--- src/rtl/dp_pkg.sv ---
// Shared codes for the sequenced datapath: ALU ops, B-shift modes, sequencer states, status bits.
package dp_pkg;

    typedef enum logic [1:0] {
        ALU_ADD  = 2'b00,
        ALU_SUB  = 2'b01,
        ALU_AND  = 2'b10,
        ALU_NOTB = 2'b11
    } alu_op_e;

    typedef enum logic [1:0] {
        SH_NONE = 2'b00,
        SH_LSL1 = 2'b01,
        SH_LSR1 = 2'b10,
        SH_ASR1 = 2'b11
    } shift_e;

    typedef enum logic [2:0] {
        IDLE = 3'd0,
        RD_A = 3'd1,
        RD_B = 3'd2,
        EXEC = 3'd3,
        WB   = 3'd4
    } state_e;

    localparam int STAT_Z = 0;
    localparam int STAT_N = 1;
    localparam int STAT_V = 2;

endpackage

--- src/rtl/seq_datapath_if.sv ---
// Instruction, external-load and result bundle between decoder/memory-load path and seq_datapath.
interface seq_datapath_if #(
    parameter int WIDTH  = 16,
    parameter int REG_AW = 3
);
    logic              in_valid;
    logic              in_ready;
    logic [1:0]        alu_op;
    logic [REG_AW-1:0] rn;
    logic [REG_AW-1:0] rm;
    logic [REG_AW-1:0] rd;
    logic [1:0]        shift;
    logic              use_imm;
    logic              a_zero;
    logic [WIDTH-1:0]  imm;
    logic              ext_wr;
    logic [REG_AW-1:0] ext_addr;
    logic [WIDTH-1:0]  ext_data;
    logic              done;
    logic [WIDTH-1:0]  result;
    logic [2:0]        status;
    logic              busy;

    modport master (
        output in_valid, alu_op, rn, rm, rd, shift, use_imm, a_zero, imm,
               ext_wr, ext_addr, ext_data,
        input  in_ready, done, result, status, busy
    );

    modport slave (
        input  in_valid, alu_op, rn, rm, rd, shift, use_imm, a_zero, imm,
               ext_wr, ext_addr, ext_data,
        output in_ready, done, result, status, busy
    );
endinterface

--- src/rtl/dp_regfile.sv ---
// Purpose: NREGS x WIDTH register file, one write port, one async read port.
// Latency: write visible on read port the cycle after we; read is combinational.
// Backpressure: none; a write is taken whenever we is high.
module dp_regfile #(
    parameter int WIDTH  = 16,
    parameter int NREGS  = 8,
    parameter int REG_AW = $clog2(NREGS)
) (
    input  logic              clk,
    input  logic              reset,
    input  logic              we,
    input  logic [REG_AW-1:0] waddr,
    input  logic [WIDTH-1:0]  wdata,
    input  logic [REG_AW-1:0] raddr,
    output logic [WIDTH-1:0]  rdata
);
    logic [WIDTH-1:0] mem [NREGS];

    always_ff @(posedge clk) begin
        if (reset) begin
            for (int i = 0; i < NREGS; i++) begin
                mem[i] <= '0;
            end
        end else if (we) begin
            mem[waddr] <= wdata;
        end
    end

    assign rdata = mem[raddr];
endmodule

--- src/rtl/seq_datapath.sv ---
// Purpose: multi-cycle ALU datapath (regfile, A/B/C latches, shifter, ALU, status) with own sequencer.
// Latency: accept -> done after 4 edges; one op per 5 cycles. SEQ_DATAPATH_OVF_EN enables the V flag.
// Backpressure: in_ready only in IDLE with no ext_wr; ext_wr while busy is dropped.
module seq_datapath
    import dp_pkg::*;
#(
    parameter int WIDTH = 16,
    parameter int NREGS = 8
) (
    input  logic         clk,
    input  logic         reset,
    seq_datapath_if.slave bus
);
    localparam int REG_AW = $clog2(NREGS);

    typedef struct packed {
        alu_op_e           op;
        logic [REG_AW-1:0] rn;
        logic [REG_AW-1:0] rm;
        logic [REG_AW-1:0] rd;
        shift_e            sh;
        logic              use_imm;
        logic              a_zero;
        logic [WIDTH-1:0]  imm;
    } instr_t;

    state_e            state;
    instr_t            ins;
    logic [WIDTH-1:0]  a_q, b_q, c_q;
    logic [2:0]        status_q;
    logic              done_q, busy_q;

    logic              accept;
    logic              rf_we;
    logic [REG_AW-1:0] rf_waddr, rf_raddr;
    logic [WIDTH-1:0]  rf_wdata, rf_rdata;
    logic [WIDTH-1:0]  ain, bin, b_sh, c_next;
    logic              v_next;

    assign bus.in_ready = (state == IDLE) && !bus.ext_wr;
    assign accept       = bus.in_valid && bus.in_ready;

    // Single read port is time-shared: rn in RD_A, rm in RD_B.
    assign rf_raddr = (state == RD_A) ? ins.rn : ins.rm;

    always_comb begin
        rf_we    = 1'b0;
        rf_waddr = bus.ext_addr;
        rf_wdata = bus.ext_data;
        if (state == WB) begin
            rf_we    = 1'b1;
            rf_waddr = ins.rd;
            rf_wdata = c_q;
        end else if (state == IDLE && bus.ext_wr) begin
            rf_we = 1'b1;
        end
    end

    dp_regfile #(
        .WIDTH (WIDTH),
        .NREGS (NREGS),
        .REG_AW(REG_AW)
    ) u_regfile (
        .clk  (clk),
        .reset(reset),
        .we   (rf_we),
        .waddr(rf_waddr),
        .wdata(rf_wdata),
        .raddr(rf_raddr),
        .rdata(rf_rdata)
    );

    always_comb begin
        b_sh = b_q;
        case (ins.sh)
            SH_NONE: b_sh = b_q;
            SH_LSL1: b_sh = {b_q[WIDTH-2:0], 1'b0};
            SH_LSR1: b_sh = {1'b0, b_q[WIDTH-1:1]};
            SH_ASR1: b_sh = {b_q[WIDTH-1], b_q[WIDTH-1:1]};
        endcase
    end

    assign ain = ins.a_zero  ? '0      : a_q;
    assign bin = ins.use_imm ? ins.imm : b_sh;

    always_comb begin
        c_next = '0;
        case (ins.op)
            ALU_ADD:  c_next = ain + bin;
            ALU_SUB:  c_next = ain - bin;
            ALU_AND:  c_next = ain & bin;
            ALU_NOTB: c_next = ~bin;
        endcase
    end

`ifdef SEQ_DATAPATH_OVF_EN
    always_comb begin
        v_next = 1'b0;
        case (ins.op)
            ALU_ADD: v_next = (ain[WIDTH-1] == bin[WIDTH-1]) && (c_next[WIDTH-1] != ain[WIDTH-1]);
            ALU_SUB: v_next = (ain[WIDTH-1] != bin[WIDTH-1]) && (c_next[WIDTH-1] != ain[WIDTH-1]);
            default: v_next = 1'b0;
        endcase
    end
`else
    assign v_next = 1'b0;
`endif

    always_ff @(posedge clk) begin
        if (reset) begin
            state    <= IDLE;
            ins      <= '0;
            a_q      <= '0;
            b_q      <= '0;
            c_q      <= '0;
            status_q <= '0;
            done_q   <= 1'b0;
            busy_q   <= 1'b0;
        end else begin
            done_q <= 1'b0;
            case (state)
                IDLE: begin
                    if (accept) begin
                        ins.op      <= alu_op_e'(bus.alu_op);
                        ins.rn      <= bus.rn;
                        ins.rm      <= bus.rm;
                        ins.rd      <= bus.rd;
                        ins.sh      <= shift_e'(bus.shift);
                        ins.use_imm <= bus.use_imm;
                        ins.a_zero  <= bus.a_zero;
                        ins.imm     <= bus.imm;
                        busy_q      <= 1'b1;
                        state       <= RD_A;
                    end
                end
                RD_A: begin
                    a_q   <= rf_rdata;
                    state <= RD_B;
                end
                RD_B: begin
                    b_q   <= rf_rdata;
                    state <= EXEC;
                end
                EXEC: begin
                    c_q              <= c_next;
                    status_q[STAT_Z] <= (c_next == '0);
                    status_q[STAT_N] <= c_next[WIDTH-1];
                    status_q[STAT_V] <= v_next;
                    done_q           <= 1'b1;
                    state            <= WB;
                end
                WB: begin
                    busy_q <= 1'b0;
                    state  <= IDLE;
                end
                default: begin
                    busy_q <= 1'b0;
                    state  <= IDLE;
                end
            endcase
        end
    end

    assign bus.done   = done_q;
    assign bus.result = c_q;
    assign bus.status = status_q;
    assign bus.busy   = busy_q;
endmodule

--- src/flat_wrapper.sv ---
// flat-port wrapper written by rule: the top's interface ports become plain ports
module seq_datapath_flat import dp_pkg::*;
#(
    parameter int WIDTH = 16,
    parameter int NREGS = 8
)
  (clk, reset, bus_in_valid, bus_alu_op, bus_rn, bus_rm, bus_rd, bus_shift, bus_use_imm, bus_a_zero, bus_imm, bus_ext_wr, bus_ext_addr, bus_ext_data, bus_in_ready, bus_done, bus_result, bus_status, bus_busy);
  seq_datapath_if #(.WIDTH(WIDTH), .REG_AW((3))) bus_i ();
  input  logic clk;
  input  logic reset;
  input wire logic [$bits(bus_i.in_valid)-1:0] bus_in_valid;
  input wire logic [$bits(bus_i.alu_op)-1:0] bus_alu_op;
  input wire logic [$bits(bus_i.rn)-1:0] bus_rn;
  input wire logic [$bits(bus_i.rm)-1:0] bus_rm;
  input wire logic [$bits(bus_i.rd)-1:0] bus_rd;
  input wire logic [$bits(bus_i.shift)-1:0] bus_shift;
  input wire logic [$bits(bus_i.use_imm)-1:0] bus_use_imm;
  input wire logic [$bits(bus_i.a_zero)-1:0] bus_a_zero;
  input wire logic [$bits(bus_i.imm)-1:0] bus_imm;
  input wire logic [$bits(bus_i.ext_wr)-1:0] bus_ext_wr;
  input wire logic [$bits(bus_i.ext_addr)-1:0] bus_ext_addr;
  input wire logic [$bits(bus_i.ext_data)-1:0] bus_ext_data;
  output wire logic [$bits(bus_i.in_ready)-1:0] bus_in_ready;
  output wire logic [$bits(bus_i.done)-1:0] bus_done;
  output wire logic [$bits(bus_i.result)-1:0] bus_result;
  output wire logic [$bits(bus_i.status)-1:0] bus_status;
  output wire logic [$bits(bus_i.busy)-1:0] bus_busy;
  assign bus_i.in_valid = bus_in_valid;
  assign bus_i.alu_op = bus_alu_op;
  assign bus_i.rn = bus_rn;
  assign bus_i.rm = bus_rm;
  assign bus_i.rd = bus_rd;
  assign bus_i.shift = bus_shift;
  assign bus_i.use_imm = bus_use_imm;
  assign bus_i.a_zero = bus_a_zero;
  assign bus_i.imm = bus_imm;
  assign bus_i.ext_wr = bus_ext_wr;
  assign bus_i.ext_addr = bus_ext_addr;
  assign bus_i.ext_data = bus_ext_data;
  assign bus_in_ready = bus_i.in_ready;
  assign bus_done = bus_i.done;
  assign bus_result = bus_i.result;
  assign bus_status = bus_i.status;
  assign bus_busy = bus_i.busy;
  seq_datapath #(.WIDTH(WIDTH), .NREGS(NREGS)) u_core (.clk(clk), .reset(reset), .bus(bus_i));
endmodule
--- config.mk ---
export PLATFORM = sky130hd
export DESIGN_NAME = seq_datapath_flat
export DESIGN_NICKNAME = d
export VERILOG_FILES = /design/src/rtl/dp_pkg.sv /design/src/rtl/seq_datapath_if.sv /design/src/rtl/dp_regfile.sv /design/src/rtl/seq_datapath.sv /design/src/flat_wrapper.sv
export SDC_FILE = /design/constraint.sdc
export NUM_CORES = 1
export LEC_CHECK = 0
export ABC_AREA = 1
export CORE_ASPECT_RATIO = 1.5
export CORE_MARGIN = 3
export CORE_UTILIZATION = 35
export CTS_BUF_LIST = sky130_fd_sc_hd__clkbuf_16
export DETAILED_ROUTE_END_ITERATION = 10
export SLEW_MARGIN = 10
export SYNTH_ARGS = -nofsm -noshare
export SYNTH_HDL_FRONTEND = slang
export SYNTH_HIERARCHICAL = 1
export SYNTH_SLANG_ARGS = --single-unit
--- constraint.sdc ---
create_clock -name clk -period 3.41 [get_ports clk]
set_input_delay 0.682 -clock clk [delete_from_list [all_inputs] [get_ports clk]]
set_output_delay 0.682 -clock clk [all_outputs]
set_load 0.03 [all_outputs]
**After elaboration in Yosys (flattened, before gate mapping)**

Memories as Yosys holds them, arrays and structs flattened.
Cells that the tools add are included.
Widths: inputs -> output; s select.

- Reductions and logical operators: 12
- $add $sub $neg: 2
- Bitwise operators: 3
- Eq/ne operators: 11
- Multiply operators: 0
- Div/mod/pow operators: 0
- Multiplexer cells: 22
- Shifts and indexed selects: 0
- $lt $le $gt $ge: 0

Operators by type and width:

| kind | count |
|---|---|
| $pmux 16 s4 | 2 |
| $mux 16 | 4 |
| $add 16x16->16 | 1 |
| $and 16x16->16 | 1 |
| $logic_not 16->1 | 1 |
| $not 16->16 | 1 |
| $reduce_or 16->1 | 1 |
| $sub 16x16->16 | 1 |
| $mux 3 | 4 |
| $pmux 3 s4 | 1 |
| $mux 1 | 10 |
| $eq 2x2->1 const B | 4 |
| $eq 3x2->1 const B | 2 |
| $eq 2x1->1 const B | 2 |
| $logic_not 2->1 | 2 |
| $reduce_and 2->1 | 2 |
| $eq 3x1->1 const B | 1 |
| $eq 3x3->1 const B | 1 |
| $logic_and 1x1->1 | 3 |
| $logic_not 3->1 | 1 |
| $reduce_or 3->1 | 1 |
| $ne 2x1->1 const B | 1 |
| $pmux 1 s2 | 1 |
| $logic_not 1->1 | 1 |
| $not 1->1 | 1 |

- Output and inout bits: 22
- Memories: 1
- Word-level logic and storage cells: 66
- Memory bits (read-only): 0
- Bits in registers: 86
- Input port bits: 54
- Bits in latches: 0
- Bits in writable memories: 128

Memory list:

| memory | depth | bits a word | read ports | clocked after memory_dff | write ports | RTL line | text |
|---|---|---|---|---|---|---|---|
| u_core.u_regfile.mem | 8 | 16 | 1 | 0 | 8 | dp_regfile.sv:17 | `logic [WIDTH-1:0] mem [NREGS];` |

**Longest topological paths before layout**

- Depth after elaboration: 9
- Gate-level depth with buffers: 29
- Mapped depth without buffers: 28

**Hierarchy**

The synthesis kept the hierarchy.

By module, submodules not included:

| module | area an instance (sq um) | times used | cells each |
|---|---|---|---|
| dp_regfile | 6,316.1 | 1 | 734 |
| seq_datapath | 5,534.1 | 1 | 870 |

**Least setup slack after synthesis**

Ideal clock, no wire load.

- Path kind: register -> register
- From: reg u_core/ins[18] in the netlist's numbering
- To: reg u_core.status_q[0] (netlist: u_core/bus.status[0])
- Setup slack: 0.351 ns
- Path buffers: 1
- Period minus slack after synthesis: 3.059 ns
- Cell stages (with the launch flop): 29
- Library setup time: 0.132 ns
- Data arrival time: 2.927 ns
- Cell sequence: dfxtp_1 -> buf_6 -> inv_4 -> nor2_8 -> nand2_1 -> nand3_2 -> nand2_2 -> ha_1 -> nand3_1 -> nor3_2 -> nand3_1 -> nand2_1 -> o21ai_1 -> xor2_1 -> inv_1 -> ha_1 -> a21o_1 -> nor2_1 -> nand2_1 -> a21oi_1 -> nand2_1 -> nand2_1 -> inv_1 -> nand3_1 -> nand3_1 -> nand2_1 -> inv_1 -> nand3_1 -> a21oi_1

- Longest elaborated chain between the ends: 6
- Elaborated cells on any way between the ends: 12
- Those cells by class: add/sub (2); eq/ne (3); mux (3); bitwise (2); reduce/logical (2)

Ends and longest elaborated chain:

| what | RTL line | text |
|---|---|---|
| from (decl) | seq_datapath.sv:28 | `instr_t ins;` |
| $eq 2x2->1 (tied with other cells) | seq_datapath.sv:75 | `case (ins.sh)` |
| $pmux 16 s4 * | seq_datapath.sv:75 |  |
| $mux 16 * | seq_datapath.sv:84 | `assign bin = ins.use_imm ? ins.imm : b_sh;` |
| $sub 16x16->16 (tied with other cells) | seq_datapath.sv:90 | `ALU_SUB: c_next = ain - bin;` |
| $pmux 16 s4 * | seq_datapath.sv:88 | `case (ins.op)` |
| $logic_not 16->1 * | seq_datapath.sv:146 | `status_q[STAT_Z] <= (c_next == '0);` |
| to (signal, indexed assignment) | seq_datapath.sv:146 |  |
| to (signal, indexed assignment) | seq_datapath.sv:147 | `status_q[STAT_N] <= c_next[WIDTH-1];` |
| to (signal, indexed assignment) | seq_datapath.sv:148 | `status_q[STAT_V] <= v_next;` |
| to (decl) | seq_datapath.sv:30 | `logic [2:0] status_q;` |

Mark *: on every way between the ends. The rest lies on a longest branch, timed or not.
A chain may end at the register's enable or synchronous reset.

**Worst setup path after layout**

- From: reg u_core/ins[19] in the netlist's numbering
- To: reg u_core.status_q[0] (netlist: u_core/bus.status[0])

The elaborated chain is that of the path after synthesis.

==> impl_summary.log <==
INFO  metric fp.coreArea = 33000 µm²
INFO  metric placement_rows = 81
INFO  metric synth_area_per_cell = 7.39 µm²
INFO  metric min_to = u_core/ins[21]
INFO  metric drt.antenna.violating_nets = 0
INFO  metric layout.nets = 1806
INFO  metric synth_top_cell_by_area = sky130_fd_sc_hd__edfxtp_1
INFO  metric synth.most_common_cell = sky130_fd_sc_hd__nand2_1
INFO  metric grt_pass1_vias = 10200
INFO  metric filler_cell_count = 3343
INFO  metric synth.area.top_cells = sky130_fd_sc_hd__edfxtp_1 (32%), sky130_fd_sc_hd__dfxtp_1 (14%), sky130_fd_sc_hd__nand2_1 (13%)
INFO  metric portion_of_synthesized_cell_area_occupied_by_the_leading_cell_type = 32.4%
INFO  metric flow.area_growth_from_synthesis = 24.7%
INFO  metric min_path_type = flop to flop
INFO  metric power.total = 8000 µW
INFO  metric yosysSeqAreaShare = 46.8%
INFO  metric place.port_buffers = 74
INFO  metric die_width = 156 µm
INFO  metric utilization_after_layout = 44.7%
INFO  metric die_height = 231 µm
INFO  metric setup_violations = 0
INFO  metric post_synth_inst_count = 1604
INFO  metric postSynth.asyncResetShare = 0%
INFO  metric drt-initial-drc-count = 587
INFO  metric critPathBufInv = 4
INFO  metric clkLatencyLatePin = 0.52 ns
INFO  metric cellPowerDensity = 541 nW/µm²
INFO  metric hpwlAfterDp = 27500 µm
INFO  metric grtUsageTotal = 20.5%
INFO  metric worstHoldPathCells = 2
INFO  metric seq_area = 5550 µm²
INFO  metric cp-startpoint = u_core/ins[19]
INFO  metric timing.final.crit_share = 99.6%
INFO  metric yosys_warnings = 6
INFO  metric critical_path.startpoint_type = flop
INFO  metric maxSlewViolCount = 0
INFO  metric tightestPinTransition = 1.22 ns
INFO  metric synth_nets = 1676
INFO  metric critPathSlowestCell = sky130_fd_sc_hd__ha_1
INFO  metric timing.setup.critical_path_class = flop to flop
INFO  metric hold-worst-slack = 0.453 ns
INFO  metric final.setup.tns = 0 ns
INFO  metric max-clock-path-buffers = 3
INFO  metric cts-root-buf = sky130_fd_sc_hd__clkbuf_16
INFO  metric ys_top_cells_by_count = sky130_fd_sc_hd__nand2_1 (403), sky130_fd_sc_hd__inv_1 (266), sky130_fd_sc_hd__nor2_1 (204), sky130_fd_sc_hd__nand3_1 (141), sky130_fd_sc_hd__edfxtp_1 (128)
INFO  metric fraction_of_layout_cells_with_a_size_suffix_above_1 = 15.4%
INFO  metric finalCriticalPeriod = 3.40 ns
INFO  metric drv_cap = 0
INFO  metric route.detailed.wl_per_inst = 17.4 µm
INFO  metric number_of_buffers_created_by_cts = 23
INFO  metric hold_start = u_core/ins[21]
INFO  metric syn_area = 11900 µm²
INFO  metric timing.critical_path.fanout_max = 8
INFO  metric detailed_place.area = 13500 µm²
INFO  metric timing.rr.end = u_core/bus.status[0]
INFO  metric cts-htree-levels = 1
INFO  metric ys_dominant_reg_cell = sky130_fd_sc_hd__edfxtp_1
INFO  metric antenna_found_initial = 0
INFO  metric final_hold_viols = 0
INFO  metric reg_to_reg_slack_setup = 0.01 ns
INFO  metric via_count = 10600
INFO  metric synth-seq-cells = 213
INFO  metric crit_required = 3.81 ns
INFO  metric worst_setup_path_end_kind = flop
INFO  metric launch_instance_of_the_worst_register_to_register_path = u_core/ins[19]
INFO  metric finish.instance_area = 14800 µm²
INFO  metric die-area = 36100 µm²
INFO  metric ios = 76
INFO  metric fmax = 295 MHz
INFO  metric vdd_ir_drop_max = 439 µV
INFO  metric first_pass_grt_wire_length = 57400 µm
INFO  metric gp_congestion = 0.917
INFO  metric status = finished, final reports clean
INFO  metric clock_sinks = 213
INFO  metric start_util = 35.9%
INFO  metric critPathArrivalTime = 3.79 ns
INFO  metric tritoncts = done
INFO  metric routed_via_density = 4.88
INFO  metric crit_path_max_incr_delay = 0.37 ns
INFO  metric grt_setup_unrepaired = true
INFO  metric multi_input_area = 5320 µm²
INFO  metric leakage = 0.00690 µW
INFO  metric dr.pass1.iters = 5
INFO  metric cell_class_contributing_the_biggest_share_of_worst_path_delay = simple AND/OR/NAND/NOR gates
INFO  metric routed_wl = 37700 µm
INFO  metric total_gr_overflow = 0
INFO  metric synth-edff-count = 128
INFO  metric clk_pin_slew_worst_paths = 0.07 ns
INFO  metric synthDistinctLibCells = 43
INFO  metric maximum_number_of_pins_on_one_net_before_global_route_repair = 65
INFO  metric worstPathCellList = buf_12 > a21oi_4 > nand3_4 > nand2_4 > ha_4 > nand3_4 > nor3_4 > nand3_2 > nand2_4 > nand2_2 > xor2_1 > ha_1 > buf_4 > inv_1 > nor3_1 > buf_4 > a21oi_4 > nand2_1 > nand2_1 > o21ai_2 > nor2_2 > nand3_2 > a21oi_1
INFO  metric final.setup_skew = 0.00971 ns
INFO  metric drc_errors = 0
INFO  metric ff2ff_path_depth = 23
INFO  metric slew_headroom = 18.5%
[cell usage in the layout (no fill, tap or decap), types with 3 or more instances in the layout]
master	synthesis	final
sky130_fd_sc_hd__a21oi_1	93	82
sky130_fd_sc_hd__a21oi_2	1	9
sky130_fd_sc_hd__a21oi_4	0	3
sky130_fd_sc_hd__buf_12	0	4
sky130_fd_sc_hd__buf_4	2	95
sky130_fd_sc_hd__buf_6	12	4
sky130_fd_sc_hd__bufinv_16	0	3
sky130_fd_sc_hd__clkbuf_16	0	24
sky130_fd_sc_hd__clkdlybuf4s50_1	0	73
sky130_fd_sc_hd__clkinv_1	2	7
sky130_fd_sc_hd__clkinv_2	0	5
sky130_fd_sc_hd__dfxtp_1	85	82
sky130_fd_sc_hd__edfxtp_1	128	128
sky130_fd_sc_hd__ha_1	17	11
sky130_fd_sc_hd__ha_4	0	5
sky130_fd_sc_hd__inv_1	266	263
sky130_fd_sc_hd__inv_2	5	10
sky130_fd_sc_hd__mux2_2	9	9
sky130_fd_sc_hd__nand2_1	403	372
sky130_fd_sc_hd__nand2_2	15	37
sky130_fd_sc_hd__nand2_4	1	10
sky130_fd_sc_hd__nand3_1	141	132
sky130_fd_sc_hd__nand3_2	4	10
sky130_fd_sc_hd__nand3_4	0	3
sky130_fd_sc_hd__nand3b_1	3	3
sky130_fd_sc_hd__nand4_1	8	8
sky130_fd_sc_hd__nor2_1	204	197
sky130_fd_sc_hd__nor2_2	1	8
sky130_fd_sc_hd__nor3_1	9	7
sky130_fd_sc_hd__o211ai_1	9	9
sky130_fd_sc_hd__o21ai_0	89	76
sky130_fd_sc_hd__o21ai_1	3	8
sky130_fd_sc_hd__o21ai_2	2	8
sky130_fd_sc_hd__xor2_1	10	8
[what timing repair did]
action                     in CTS  in global routing
cloned                          0                  1
setup endpoints to repair       4                 10
buffers inserted                0                  9
pin swaps                       1                 64
resized for setup               8                116
hold buffers                    0                  0
[per-stage QoR]
stage | setup slack (ns) | std cells
finish | 0.0150 | 2166
global route | -0.181 | 2165
CTS | -0.0343 | 2155
detailed placement | -0.217 | 2114
global placement | -0.251 | 2114
floorplan | 0.351 | 1604
[how the worst max path moves through the flow]
stage	end	slack, ns	cells past startpoint
detailed placement	u_core/bus.status[0]	-0.22	22
floorplan	u_core/bus.status[0]	0.35	28
global route	u_core/bus.status[0]	-0.18	22
CTS	u_core/bus.status[0]	-0.03	25
finish	u_core/bus.status[0]	0.01	23
global placement	u_core/bus.status[0]	-0.25	23
[cells by family after synthesis]
family	after synthesis	share of synthesized area, %
AND/OR/NAND/NOR	795	28.1
AO/OA/AOI/OAI	208	9.28
multiplexers	9	0.855
buffers and inverters	347	12.0
other	1	0.0316
adder cells (fa/ha/maj)	18	1.96
flip-flops	213	46.8
XOR/XNOR	13	0.961
[flip-flops by register name (all words and copies together) (netlist names)]
name                  flops
u_core/bus.status         1
u_core/state              3
u_core/ins               31
u_core/bus.busy           1
u_core/a_q               16
u_core/bus.done           1
u_core/u_regfile/mem    128
u_core/b_q               16
u_core/bus.result        16
[worst min-delay path: cells and delay by family (launching register included)]
kind	cells	cell delay, ns
AO/OA/AOI/OAI	1	0.06
buffers and inverters	1	0.06
flip-flops	1	0.30
[power breakdown]
group          total, µW  switching (µW)  internal [µW]
Clock               2500            1050           1460
Sequential          2920            60.1           2860
Combinational       2570            1530           1040
Total               8000            2630           5370
[per-layer routing]
metal | wire length [µm] | global-route usage [%] | vias to the layer above
li1 | - | - | 5310
met1 | 13900 | 22.5 | 4937
met2 | 20500 | 39.7 | 246
met3 | 1460 | 2.00 | 86
met4 | 1790 | 8.29 | 0
met5 | 0 | 0 | -
[area by class of cell]
class | instances | area share (%)
Sequential cell | 213 | 37.6
Multi-Input combinational cell | 1044 | 36.0
Timing Repair Buffer | 178 | 10.9
Inverter | 274 | 6.98
Clock buffer | 23 | 3.89
Tap cell | 415 | 3.51
Clock inverter | 18 | 1.13
Antenna cell | 1 | 0.0169
No activity file was read; power rests on OpenSTA's default activity.
